$ cat config.mk
export PLATFORM = sky130hd
export DESIGN_NAME = tilelink_to_uart_bridge
export DESIGN_NICKNAME = d
export VERILOG_FILES = /design/src/rtl/tl_uart_pkg.sv /design/src/rtl/tl_packet_packer.sv /design/src/rtl/tilelink_to_uart_bridge.sv
export SDC_FILE = /design/constraint.sdc
export NUM_CORES = 1
export LEC_CHECK = 0
export CAP_MARGIN = 20
export CORE_MARGIN = 2
export CORE_UTILIZATION = 40
export DETAILED_ROUTE_END_ITERATION = 10
export DONT_BUFFER_PORTS = 1
export PLACE_DENSITY_LB_ADDON = 0.25
export SETUP_SLACK_MARGIN = 0.02
export SLEW_MARGIN = 20
export SYNTH_ARGS = -nofsm -noshare
export SYNTH_HDL_FRONTEND = slang
export SYNTH_SLANG_ARGS = --single-unit
$ cat constraint.sdc
create_clock -name sysclk -period 2.1 [get_ports sysclk]
set_input_delay 0.21 -clock sysclk [delete_from_list [all_inputs] [get_ports sysclk]]
set_output_delay 0.21 -clock sysclk [all_outputs]
set_load 0.03 [all_outputs]
$ cat src/rtl/tl_uart_pkg.sv
// Shared packet layout for the TileLink <-> UART bridges: 16-byte little-endian
// frame image matching the host's struct.unpack("<BBBBLQ").
package tl_uart_pkg;

   typedef enum logic {
      ST_IDLE = 1'b0,
      ST_SEND = 1'b1
   } state_e;

   localparam int PKT_LEN  = 16;
   localparam int PKT_BITS = 8 * PKT_LEN;
   localparam logic [3:0] LAST_BYTE_IDX = 4'(PKT_LEN - 1);

   localparam int OFF_CHAN  = 0;
   localparam int OFF_OPC   = 1;
   localparam int OFF_SIZE  = 2;
   localparam int OFF_UNION = 3;
   localparam int OFF_ADDR  = 4;
   localparam int OFF_DATA  = 8;

   localparam logic [2:0] CH_A = 3'd0;
   localparam logic [2:0] CH_D = 3'd3;

   // Opcode byte: {corrupt, param[2:0], 1'b0, opcode[2:0]}
   localparam int OPC_OPCODE_LSB  = 0;
   localparam int OPC_PARAM_LSB   = 4;
   localparam int OPC_CORRUPT_BIT = 7;

   function automatic logic [7:0] pack_opc_byte(input logic       corrupt,
                                                input logic [2:0] param,
                                                input logic [2:0] opcode);
      logic [7:0] b;
      b                          = '0;
      b[OPC_OPCODE_LSB +: 3]     = opcode;
      b[OPC_PARAM_LSB +: 3]      = param;
      b[OPC_CORRUPT_BIT]         = corrupt;
      return b;
   endfunction

endpackage

$ cat src/rtl/tl_packet_packer.sv
// Combinational TileLink frame -> 128-bit packet image; byte 0 sits in bits [7:0].
// The RX bridge's unpacker mirrors this layout.
module tl_packet_packer
   import tl_uart_pkg::*;
(
   input  logic [2:0]          chan_id,
   input  logic [2:0]          opcode,
   input  logic [2:0]          param,
   input  logic [7:0]          size,
   input  logic [7:0]          union_lo,
   input  logic [31:0]         address,
   input  logic [63:0]         data,
   input  logic                corrupt,
   output logic [PKT_BITS-1:0] pkt
);

   always_comb begin
      pkt                      = '0;
      pkt[8*OFF_CHAN  +: 8]    = {5'b0, chan_id};
      pkt[8*OFF_OPC   +: 8]    = pack_opc_byte(corrupt, param, opcode);
      pkt[8*OFF_SIZE  +: 8]    = size;
      pkt[8*OFF_UNION +: 8]    = union_lo;
      pkt[8*OFF_ADDR  +: 32]   = address;
      pkt[8*OFF_DATA  +: 64]   = data;
   end

endmodule

$ cat src/rtl/tilelink_to_uart_bridge.sv
// Captures one TileLink frame on a tl_clk rising edge and streams it as 16 bytes
// to the UART TX client. Optional build macro: TL2UART_CHAN_FILTER_EN (drop non-Ch-D frames).
module tilelink_to_uart_bridge
   import tl_uart_pkg::*;
(
   input  logic        sysclk,
   input  logic        reset,
   input  logic        tl_clk,
   input  logic        tl_out_valid,
   output logic        tl_out_ready,
   input  logic [2:0]  tl_out_bits_chanId,
   input  logic [2:0]  tl_out_bits_opcode,
   input  logic [2:0]  tl_out_bits_param,
   input  logic [7:0]  tl_out_bits_size,
   input  logic [7:0]  tl_out_bits_source,
   input  logic [63:0] tl_out_bits_address,
   input  logic [63:0] tl_out_bits_data,
   input  logic        tl_out_bits_corrupt,
   input  logic [8:0]  tl_out_bits_union,
   input  logic        tl_out_bits_last,
   output logic        tx_byte_valid,
   input  logic        tx_byte_ready,
   output logic [7:0]  tx_byte_data,
   output logic        trunc_err
);

   // Handshakes: a frame transfers when tl_out_valid & tl_out_ready coincide
   // with tl_edge; a byte transfers on a sysclk edge with tx_byte_valid & tx_byte_ready.

   state_e              state;
   state_e              state_next;
   logic                tl_clk_q;
   logic                tl_edge;
   logic [PKT_BITS-1:0] pkt;
   logic [PKT_BITS-1:0] pkt_next;
   logic [3:0]          byte_idx;
   logic [6:0]          bit_base;
   logic                capture;
   logic                advance;
   logic                frame_ok;
   logic                trunc_hit;
   logic                unused_inputs;

   assign unused_inputs = ^{tl_out_bits_source, tl_out_bits_last};

   tl_packet_packer u_packer (
      .chan_id  (tl_out_bits_chanId),
      .opcode   (tl_out_bits_opcode),
      .param    (tl_out_bits_param),
      .size     (tl_out_bits_size),
      .union_lo (tl_out_bits_union[7:0]),
      .address  (tl_out_bits_address[31:0]),
      .data     (tl_out_bits_data),
      .corrupt  (tl_out_bits_corrupt),
      .pkt      (pkt_next)
   );

   assign tl_edge   = tl_clk & ~tl_clk_q;
   assign trunc_hit = (|tl_out_bits_address[63:32]) | tl_out_bits_union[8];

`ifdef TL2UART_CHAN_FILTER_EN
   assign frame_ok = (tl_out_bits_chanId == CH_D);
`else
   assign frame_ok = 1'b1;
`endif

   always_ff @(posedge sysclk) begin
      if (reset) begin
         state <= ST_IDLE;
      end else begin
         state <= state_next;
      end
   end

   // Filtered frames are still handshaken in IDLE; they simply never leave it.
   always_comb begin
      state_next    = state;
      tl_out_ready  = 1'b0;
      tx_byte_valid = 1'b0;
      capture       = 1'b0;
      advance       = 1'b0;
      case (state)
         ST_IDLE: begin
            tl_out_ready = ~reset;
            if (tl_edge && tl_out_valid && frame_ok) begin
               capture    = 1'b1;
               state_next = ST_SEND;
            end
         end
         ST_SEND: begin
            tx_byte_valid = ~reset;
            if (tx_byte_ready) begin
               advance = 1'b1;
               if (byte_idx == LAST_BYTE_IDX) begin
                  state_next = ST_IDLE;
               end
            end
         end
         default: state_next = ST_IDLE;
      endcase
   end

   always_ff @(posedge sysclk) begin
      if (reset) begin
         tl_clk_q  <= 1'b1;
         pkt       <= '0;
         byte_idx  <= '0;
         trunc_err <= 1'b0;
      end else begin
         tl_clk_q <= tl_clk;
         if (capture) begin
            pkt      <= pkt_next;
            byte_idx <= '0;
            if (trunc_hit) begin
               trunc_err <= 1'b1;
            end
         end else if (advance) begin
            byte_idx <= byte_idx + 4'd1;
         end
      end
   end

   assign bit_base     = {byte_idx, 3'b000};
   assign tx_byte_data = pkt[bit_base +: 8];

endmodule
Word-level counts from Yosys, hierarchy flattened
Index checks and enable logic that the tools add are counted.
{ "totals": {"reg_bits": 129, "in_bits": 169, "out_inout_bits": 11, "elab_cells": 26} }
{ "op_classes": {"n_addsub": 1, "n_eq_ne": 1, "shift": 1, "mux": 9, "n_bitwise": 5, "reduce_logical": 4} }
{ "op_table": {"columns": ["op", "count"], "rows": [
  ["$shiftx A128 B8 Y8", 1],
  ["$reduce_or A32 Y1", 1],
  ["$mux W1", 8],
  ["$add A4 B1 Y4 const B", 1],
  ["$eq A4 B4 Y1 const B", 1],
  ["$not A1 Y1", 3],
  ["$pmux W1 S2", 1],
  ["$reduce_and A2 Y1", 1],
  ["$reduce_or A2 Y1", 1],
  ["$and A1 B1 Y1", 1],
  ["$logic_and A1 B1 Y1", 1],
  ["$or A1 B1 Y1", 1]
]} }

Logic depth before layout (Yosys ltp)
Gate-level depths: netlist (run 1).
{ "logic_depth": {"word_depth": 6, "ltp_mapped": 7, "mapped_depth_nobuf": 4} }

Hierarchy
Synthesis (run 1) repeated with hierarchy kept, for this count alone.
{ "unflattened": {"cells_unflattened": 797, "area_unflattened_um2": 6744.0} }
{ "by_module_without_submodules": {"columns": ["mod", "instances", "cells_each", "area_per_inst_um2", "seq_area_each_um2"], "rows": [
  ["tilelink_to_uart_bridge", 1, 668, 5779.3, 2702.6],
  ["tl_packet_packer", 1, 129, 964.7, 0.0]
]} }

Least setup slack after synthesis (run 1)
No wires, ideal clock.
{ "synth_timing": {"path_kind": "register to output", "startpoint": "register byte_idx[1]", "endpoint": "output port tx_byte_data[4]", "t_arrival_ns": 1.571, "t_required_ns": 1.890, "slack_ns": 0.319, "path_stages_with_launch": 6, "path_buffers": 1, "path_cell_list": "dfxtp_1 buf_4 and2b_1 a22oi_1 a21oi_1 a21oi_1"} }
{ "synth_between": {"elab_chain_cells": 1} }
{ "synth_lines": {"columns": ["item", "line", "rtl"], "rows": [
  ["start, declared", "tilelink_to_uart_bridge.sv:36", "logic [3:0] byte_idx;"],
  ["start signal, assigned", "tilelink_to_uart_bridge.sv:118", "byte_idx <= byte_idx + 4'd1;"],
  ["$shiftx A128 B8 Y8", "tilelink_to_uart_bridge.sv:124", "assign tx_byte_data = pkt[bit_base +: 8];"],
  ["end, declared", "tilelink_to_uart_bridge.sv:23", "output logic [7:0] tx_byte_data,"]
]} }
Every way passes these cells.

Worst setup path after layout (run 1)
{ "layout_timing": {"startpoint": "register byte_idx[0]", "endpoint": "output port tx_byte_data[4]"} }
Same word-level chain as after synthesis.

==> flow_metrics.py, run 1 <==
metrics = {
    "detailed_routing": {
        "viasPerCell": 5.23,
        "ant_nets": 0,
        "drtIter0Drc": 319,
        "vias": 5125,
        "post-route-drc-count": 0,
        "avgRoutedWirePerCell_um": 16.7,
        "totalWireLength_um": 16400,
        "dr.pass1.iters": 5,
    },
    "cells_and_area": {
        "layout.nets": 958,
        "n_antenna_cell": 0,
        "synthToLayoutAreaGrowth_pct": 42.7,
        "fill_cells": 1208,
        "finalInstanceArea_um2": 7990,
        "seqCellArea_um2": 2590,
        "drive_gt1_frac": 0.143,
        "multi_input_area_um2": 2870,
    },
    "synthesis": {
        "syn_nets": 837,
        "avgSynthCellArea_um2": 8.40,
        "synthFlopType": "dfxtp_1",
        "synth-edff-count": 0,
        "synth_cell_types": 34,
        "yosys_warnings": 0,
        "post-synth-top-count-cell": "nand2_1",
        "synth-seq-cells": 129,
        "synthCells": 667,
        "ys_seq_area_frac": 0.461,
        "synth_area_leader_cell": "dfxtp_1",
        "synth-async-reset-ratio": 0,
        "synth_common_cells": "nand2_1, a21oi_1, dfxtp_1",
        "syn-cell-area_um2": 5600,
        "synth_top_area_share": 0.461,
        "synthTopCellsByArea": "dfxtp_1, nand2_1, a21oi_1",
    },
    "die": {
        "coreArea_um2": 13800,
        "ios": 180,
        "start_util": 0.407,
        "rows": 43,
        "die_area_um2": 15000,
        "die_y_um": 122,
        "die_x_um": 122,
    },
    "sta": {
        "worst_slack_ps": -144,
        "fin_hold_ws_ps": 62.7,
        "tns_ps": -909,
        "finalHoldViolCount": 0,
        "worst_slew_pin_slew_ps": 575,
        "fmax_mhz": 446,
        "setup_violations": 8,
        "period_share": 1.07,
        "finalCriticalPeriod_ps": 2240,
        "skew_ps": 15.8,
        "rsz0062_at_grt": "true",
        "slew_headroom": 0.616,
        "slew_violations": 0,
    },
    "run_status": {
        "status": "finished with violations",
        "violations": "negative setup slack",
    },
    "clocking": {
        "insertion_delay_ps": 420,
        "clock-sinks": 129,
        "numCtsBuffers": 17,
        "clk_pin_slew_worst_paths_ps": 60,
        "cts_tree": "built",
        "clockBufferDepth": 2,
        "cts-htree-levels": 4,
        "cts-root-buf": "clkbuf_16",
    },
    "global_route": {
        "use_met2": 0.358,
        "grt_antenna_before_repair": 0,
        "grt-ovfl-total": 0,
        "grt_pass1_wl_um": 24700,
        "use_met1": 0.273,
        "grt-busiest-layer": "met2",
        "grtUsageTotal": 0.216,
        "grt_max_degree": 99,
        "grt_util_met3": 0.0455,
        "grt_pass1_vias": 5015,
    },
    "place": {
        "placed_area_um2": 5810,
        "pre_cts_slack_ps": 115,
        "gp_congestion": 0.898,
        "dp_hpwl_um": 10200,
        "io_buffers": 0,
    },
    "worst_setup_path": {
        "crit_path_max_incr_delay_ps": 520,
        "cp_slowest_cell": "mux4_2",
        "crit_arrival_ps": 2030,
        "crit_chain": "buf_12 > buf_6 > mux4_2 > mux2i_4 > a21oi_2 > buf_6",
        "cp.required_ps": 1890,
        "cp-end-kind": "output port",
        "cp-start-kind": "register",
        "path_class": "reg -> out",
        "crit_top_cell": "buf_6",
        "crit_fanout": 6,
    },
    "pwr": {
        "ir_drop_mv": 0.530,
        "p_leak_nw": 2.78,
        "power_density_nw_per_um2": 746,
        "power_mw": 5.96,
    },
    "job": {
        "maxCapViolations": 0,
    },
    "worst_hold_path": {
        "hold_class": "in -> reg",
    },
}
[cell type report]
type,count,share of cell area
Tap cell,180,0.0282
Clock buffer,25,0.0633
Sequential cell,129,0.325
Timing Repair Buffer,157,0.213
Multi-Input combinational cell,483,0.359
Clock inverter,5,0.0125
[path summary, 6_finish.rpt]
| check | start | to | slack (ps) | cells past startpoint |
|---|---|---|---|---|
| worst max register to register | tl_clk_q | pkt[16] | 220 | 5 |
| worst max-delay path | byte_idx[0] | tx_byte_data[4] | -140 | 6 |
| worst min-delay path | tx_byte_ready | state | 60 | 3 |
| worst min register to register | pkt[115] | pkt[115] | 450 | 2 |
[state kept, by name, indices dropped and copies added, names as in the netlist]
| register | flops |
|---|---|
| pkt | 122 |
| byte_idx | 4 |
| state | 1 |
| tl_clk_q | 1 |
| trunc_err | 1 |
[routing by layer]
| metal | routed length, um | part of all wire |
|---|---|---|
| met4 | 412 | 0.025 |
| met5 | 0 | 0 |
| met3 | 839 | 0.051 |
| met1 | 7140 | 0.44 |
| met2 | 7990 | 0.49 |
[cell families after synthesis]
| logic type | after synthesis | share of synthesized area |
|---|---|---|
| multiplexers | 45 | 0.127 |
| AND/OR/NAND/NOR | 282 | 0.203 |
| flip-flops | 129 | 0.461 |
| adder cells (fa/ha/maj) | 1 | 0.00223 |
| AO/OA/AOI/OAI | 151 | 0.147 |
| buffers and inverters | 56 | 0.0554 |
| XOR/XNOR | 3 | 0.00469 |
[layout by cell type (no fill, tap or decap), types with 4 or more instances in the layout]
cell and instances:
a21oi_1 128, buf_6 6, mux4_2 20, clkbuf_8 5, buf_4 14, clkbuf_16 18, nor3_1 4, a221o_1 4
mux2_2 5, buf_12 8, a21oi_2 7, nor4_1 8, dlygate4sd3_1 124, mux2i_4 5, dfxtp_1 126, mux2i_1 15
nand2_1 251
[what timing repair did]
item | CTS | global route
hold buffers | 125 | 0
pin swaps | 6 | 5
setup endpoints to repair | 8 | 27
cloned | 2 | 2
gates resized for setup | 36 | 7
buffers inserted | 6 | 1
endpoints found under the hold margin | 129 | 0
[power by group]
part | switching, mW | total (mW) | internal [mW]
logic | 0.183 | 0.419 | 0.236
clock network | 1.01 | 3.02 | 2.01
registers | 0.0307 | 2.53 | 2.50
[worst max-delay path: cells and delay by family (launching register included)]
family          cells  cell delay, ps
mux                 2             730
compound gates      1             100
buf+inv             3             390
flops               1             390
[stage by stage]
stage               utilization  cells
floorplan                     -    667
global placement          0.422    814
detailed placement        0.422    814
CTS                       0.577    977
global route              0.580    979
finish                    0.580    979
(Power assumes the default switching activity.)
==> run 2: changes to the inputs <==
==> constraint.sdc (replaced) <==
create_clock -name sysclk -period 2.1 [get_ports sysclk]
set_input_delay 0.21 -clock sysclk [delete_from_list [all_inputs] [get_ports sysclk]]
set_output_delay 0.21 -clock sysclk [all_outputs]
set_load 0.02 [all_outputs]
==> run 2 against run 1 <==
Effect of this change:
- the run still ends with negative setup slack left
- wire length grew 3.9%
- critical path type unchanged
- critical path depth shrank 1
- total power shrank 4.3%
- critical endpoint is now tx_byte_data[6]
- global-route usage shrank 0.12 points
- clock power shrank 8.6%
==> flow_metrics.py, run 2 (synthesized netlist as in run 1, its figures left out) <==
metrics = {
    "run_status": {
        "status": "finished with violations",
        "violations": "negative setup slack",
    },
    "job": {
        "maxCapViolations": 0,
    },
    "detailed_routing": {
        "dr.pass1.iters": 5,
        "ant_nets": 0,
        "post-route-drc-count": 0,
        "vias": 5182,
        "drtIter0Drc": 323,
        "avgRoutedWirePerCell_um": 17.4,
        "totalWireLength_um": 17000,
        "viasPerCell": 5.29,
    },
    "cells_and_area": {
        "top_register": "pkt",
        "synthToLayoutAreaGrowth_pct": 40.2,
        "layout.nets": 957,
        "top_regs": "pkt x122, byte_idx x4",
        "drive_gt1_frac": 0.133,
        "largest_reg_flops": 122,
        "final_cell_mix": "nand2_1, a21oi_1, dfxtp_1, dlygate4sd3_1, mux4_2",
        "finalInstanceArea_um2": 7850,
        "final_common_cell": "nand2_1",
        "n_antenna_cell": 0,
    },
    "global_route": {
        "grt-ovfl-total": 0,
        "grt_pass1_wl_um": 24300,
        "grtUsageTotal": 0.215,
        "grt_pass1_vias": 5020,
        "grt_max_degree": 123,
        "grt_antenna_before_repair": 0,
    },
    "sta": {
        "tns_ps": -806,
        "slew_violations": 0,
        "fmax_mhz": 451,
        "skew_ps": 6.69,
        "worst_slack_ps": -118,
        "rsz0062_at_grt": "true",
        "slew_headroom": 0.560,
        "finalHoldViolCount": 0,
        "period_share": 1.06,
        "finalCriticalPeriod_ps": 2220,
        "setup_violations": 8,
        "worst_slew_pin_slew_ps": 658,
    },
    "clocking": {
        "clk_pin_slew_worst_paths_ps": 50,
        "clock-sinks": 129,
        "insertion_delay_ps": 410,
        "cts-htree-levels": 4,
        "numCtsBuffers": 17,
        "clockBufferDepth": 2,
        "cts-root-buf": "clkbuf_16",
        "cts_tree": "built",
    },
    "worst_hold_path": {
        "hold_start": "tx_byte_ready",
        "hold_class": "in -> reg",
    },
    "worst_setup_path": {
        "crit_chain": "buf_8 > mux4_2 > mux2i_4 > a21oi_1 > buf_4",
        "path_class": "reg -> out",
        "cp.required_ps": 1890,
        "cp-startpoint": "byte_idx[0]",
        "crit_arrival_ps": 2010,
        "cp-start-kind": "register",
        "crit_path_max_incr_delay_ps": 560,
        "cp-end-kind": "output port",
        "cp_slowest_cell": "mux4_2",
        "r2r_start": "state",
        "crit_fanout": 10,
    },
    "pwr": {
        "p_sw_mw": 1.22,
        "power_density_nw_per_um2": 727,
        "clock_power_share": 0.484,
        "internal-power_mw": 4.49,
        "p_leak_nw": 2.75,
        "ir_drop_mv": 0.564,
        "swShare": 0.214,
        "pwr-share-comb": 0.072,
        "seqPwrFrac": 0.443,
        "power_mw": 5.71,
    },
    "die": {
        "start_util": 0.407,
        "die_x_um": 122,
        "coreArea_um2": 13800,
        "die_area_um2": 15000,
        "rows": 43,
        "die_y_um": 122,
        "ios": 180,
    },
    "place": {
        "dp_hpwl_um": 10100,
        "gp_congestion": 0.802,
        "placed_area_um2": 5760,
        "io_buffers": 0,
    },
}
run 2: cell types whose count changed in the layout (fill, tap and decap cells not counted), sizes merged:
cell,change
and4bb,+1
bufbuf,-1
nand4bb,-1
clkinv,+2
buf,-1
clkbuf,+4
bufinv,-3
run 2: what timing repair did:
item / in CTS / in global routing
setup endpoints to repair: 8 / 39
hold buffers: 125 / 0
setup buffers: 4 / 4
resized for setup: 24 / 6
cloned: 0 / 3
endpoints found under the hold margin: 129 / 0
pin swaps: 4 / 3
run 2: final cells by class:
class                           instances  area [um2]
Multi-Input combinational cell        483        2820
Clock buffer                           28         547
Fill cell                            1172        5920
Sequential cell                       129        2590
Tap cell                              180         225
Clock inverter                          4        20.0
Timing Repair Buffer                  156        1640
run 2: layer usage:
layer,part of all wire,track usage,vias to the layer above
met5,0,0,-
met4,0.027,0.106,0
met1,0.43,0.260,2441
met2,0.49,0.358,198
li1,-,-,2514
met3,0.055,0.0493,29
run 2: power groups by stage:
stage | clock, mW | combinational [mW] | sequential (mW)
4_1_cts | 2.82 | 0.392 | 2.53
3_5_place_dp | 0 | 0.191 | 2.58
6_report | 2.76 | 0.413 | 2.53
2_1_floorplan | 0 | 0.182 | 2.57
3_3_place_gp | 0 | 0.186 | 2.58
5_1_grt | 2.92 | 0.448 | 2.53
run 2: worst paths after layout:
path / end / slack, ps / cells past startpoint
setup / recovery: tx_byte_data[6] / -120 / 5
hold / removal: state / 60 / 3
setup reg to reg: pkt[127] / 160 / 6
hold reg to reg: pkt[51] / 450 / 2
run 2: critical path, delay by kind of cell (launching register included):
family                 cells  cell delay, ps
AO/OA/AOI/OAI              1             100
buffers and inverters      2             370
flip-flops                 1             360
multiplexers               2             770
run 2: through the flow:
step | std cells | hold WS (ps) | setup WS, ps | utilization
after detailed placement | 812 | 288 | 139 | 0.418
final | 980 | 57.6 | -118 | 0.570
after CTS | 973 | 28.0 | -157 | 0.561
after global routing | 980 | 104 | -192 | 0.570
after global placement | 812 | 288 | 136 | 0.418
after floorplan | 667 | 317 | 444 | -
==> run 3: changes to the inputs <==
CORE_UTILIZATION = 45   (was 40)
==> run 3 against run 2 <==
Effect of this change:
- flip-flop and latch count is the same
- the flow still finishes with violations (negative setup slack)
- clock-buffer cell count shrank 5
- final cell count shrank 2.0%
==> flow_metrics.py, run 3 (synthesized netlist as in run 1, its figures left out) <==
metrics = {
    "worst_setup_path": {
        "cp.required_ps": 1890,
        "r2r_cells": 7,
        "r2r_start": "byte_idx[0]",
        "ff2ff_setup_slack_ps": 180,
        "path_class": "reg -> out",
        "crit_fanout": 8,
        "cp-end-kind": "output port",
        "r2r-end": "state",
        "crit_arrival_ps": 2030,
        "cp-start-kind": "register",
    },
    "detailed_routing": {
        "avgRoutedWirePerCell_um": 17.5,
        "viasPerCell": 5.38,
        "drtIter0Drc": 365,
        "dr.pass1.iters": 5,
        "post-route-drc-count": 0,
        "vias": 5165,
        "totalWireLength_um": 16800,
        "ant_nets": 0,
    },
    "place": {
        "placed_area_um2": 5710,
        "gp_congestion": 0.753,
        "io_buffers": 0,
        "dpl.cell_count": 796,
        "pre_cts_slack_ps": 175,
        "dp_hpwl_um": 9880,
    },
    "die": {
        "rows": 40,
        "coreArea_um2": 12100,
        "die_y_um": 116,
        "die_area_um2": 13400,
        "start_util": 0.464,
        "die_x_um": 116,
        "ios": 180,
    },
    "pwr": {
        "clock_power_share": 0.531,
        "power_density_nw_per_um2": 794,
        "power_mw": 6.26,
        "p_sw_mw": 1.27,
        "seqPwrFrac": 0.404,
        "pwr-share-comb": 0.065,
        "p_leak_nw": 2.73,
        "ir_drop_mv": 0.662,
        "swShare": 0.203,
        "internal-power_mw": 4.99,
    },
    "cells_and_area": {
        "seqCellArea_um2": 2590,
        "final_cell_mix": "nand2_1, a21oi_1, dfxtp_1, dlygate4sd3_1, mux4_2",
        "synthToLayoutAreaGrowth_pct": 40.7,
        "final_common_cell": "nand2_1",
        "multi_input_area_um2": 2800,
        "top_regs": "pkt x122, byte_idx x4",
        "fill_cells": 982,
        "n_antenna_cell": 0,
        "top_register": "pkt",
        "stdcell_count": 960,
        "largest_reg_flops": 122,
        "finalInstanceArea_um2": 7880,
        "layout.nets": 949,
        "drive_gt1_frac": 0.133,
    },
    "worst_hold_path": {
        "hold_start": "tl_out_bits_address[44]",
        "hold_class": "in -> reg",
        "min_to": "trunc_err",
        "hold_depth": 2,
    },
    "sta": {
        "slew_headroom": 0.704,
        "slew_violations": 0,
        "skew_ps": 7.50,
        "worst_slew_pin_slew_ps": 445,
        "fin_hold_ws_ps": 85.9,
        "finalHoldViolCount": 0,
        "worst_slack_ps": -143,
        "finalCriticalPeriod_ps": 2240,
        "setup_violations": 8,
        "fmax_mhz": 446,
        "period_share": 1.07,
        "rsz0062_at_grt": "true",
    },
    "clocking": {
        "cts-root-buf": "clkbuf_16",
        "clk_pin_slew_worst_paths_ps": 60,
        "clockBufferDepth": 2,
        "numCtsBuffers": 17,
        "cts-htree-levels": 4,
        "insertion_delay_ps": 420,
        "clock-sinks": 129,
        "cts_tree": "built",
    },
    "global_route": {
        "grt_antenna_before_repair": 0,
        "grt_pass1_wl_um": 25100,
        "grtUsageTotal": 0.249,
        "grt_max_degree": 129,
        "grt-ovfl-total": 0,
        "grt_pass1_vias": 4964,
    },
    "run_status": {
        "status": "finished with violations",
        "violations": "negative setup slack",
    },
    "job": {
        "maxCapViolations": 0,
    },
}
run 3: cell count changes in the layout (fill, tap and decap cells not counted), sizes merged:
cell,delta
and4bb,-1
buf,-6
bufinv,+5
clkbuf,-6
clkinv,-2
clkinvlp,+2
run 3: routing by layer:
metal / global-route usage / share of wire / vias to the layer above
met3: 0.0732 / 0.049 / 14
met5: 0 / 0 / -
met1: 0.334 / 0.46 / 2513
li1: - / - / 2490
met2: 0.395 / 0.48 / 148
met4: 0.0691 / 0.011 / 0
run 3: what timing repair did:
| action | in CTS | in global routing |
|---|---|---|
| endpoints found under the setup margin | 8 | 24 |
| hold endpoints to repair | 129 | 0 |
| cloned | 2 | 1 |
| hold buffers | 125 | 0 |
| pin swaps | 4 | 2 |
| gates resized for setup | 21 | 12 |
| setup buffers | 4 | 1 |
run 3: cell type report:
| cell class | count | share of cell area |
|---|---|---|
| Timing Repair Buffer | 149 | 0.203 |
| Sequential cell | 129 | 0.329 |
| Multi-Input combinational cell | 482 | 0.356 |
| Clock buffer | 23 | 0.0632 |
| Clock inverter | 9 | 0.0222 |
| Tap cell | 168 | 0.0267 |
run 3: worst max-delay path: stages (launching register included):
cell and delay, ps:
dfxtp_4 390, buf_12 150, mux4_2 520, nor2b_4 140
a211oi_2 140, a21oi_1 80, buf_4 190
run 3: how the worst max path moves through the flow:
stage / slack (ps) / to / startpoint / cells past startpoint
final: -140 / tx_byte_data[1] / byte_idx[0] / 6
after CTS: -200 / tx_byte_data[7] / byte_idx[0] / 5
after detailed placement: 170 / tx_byte_data[1] / byte_idx[0] / 6
after floorplan: 440 / tx_byte_data[3] / byte_idx[0] / 5
after global routing: -210 / tx_byte_data[1] / byte_idx[0] / 6
after global placement: 190 / tx_byte_data[1] / byte_idx[0] / 6
run 3: power groups by stage:
stage | clock [mW] | combinational, mW | sequential [mW]
final | 3.32 | 0.405 | 2.53
after global routing | 3.49 | 0.439 | 2.53
after CTS | 3.36 | 0.395 | 2.53
after detailed placement | 0 | 0.189 | 2.58
after global placement | 0 | 0.183 | 2.58
after floorplan | 0 | 0.182 | 2.57
run 3: through the flow:
step | util | setup TNS (ps)
after floorplan | - | 0
after global placement | 0.474 | 0
after detailed placement | 0.474 | 0
after CTS | 0.649 | -1200
after global routing | 0.653 | -1330
final | 0.653 | -792
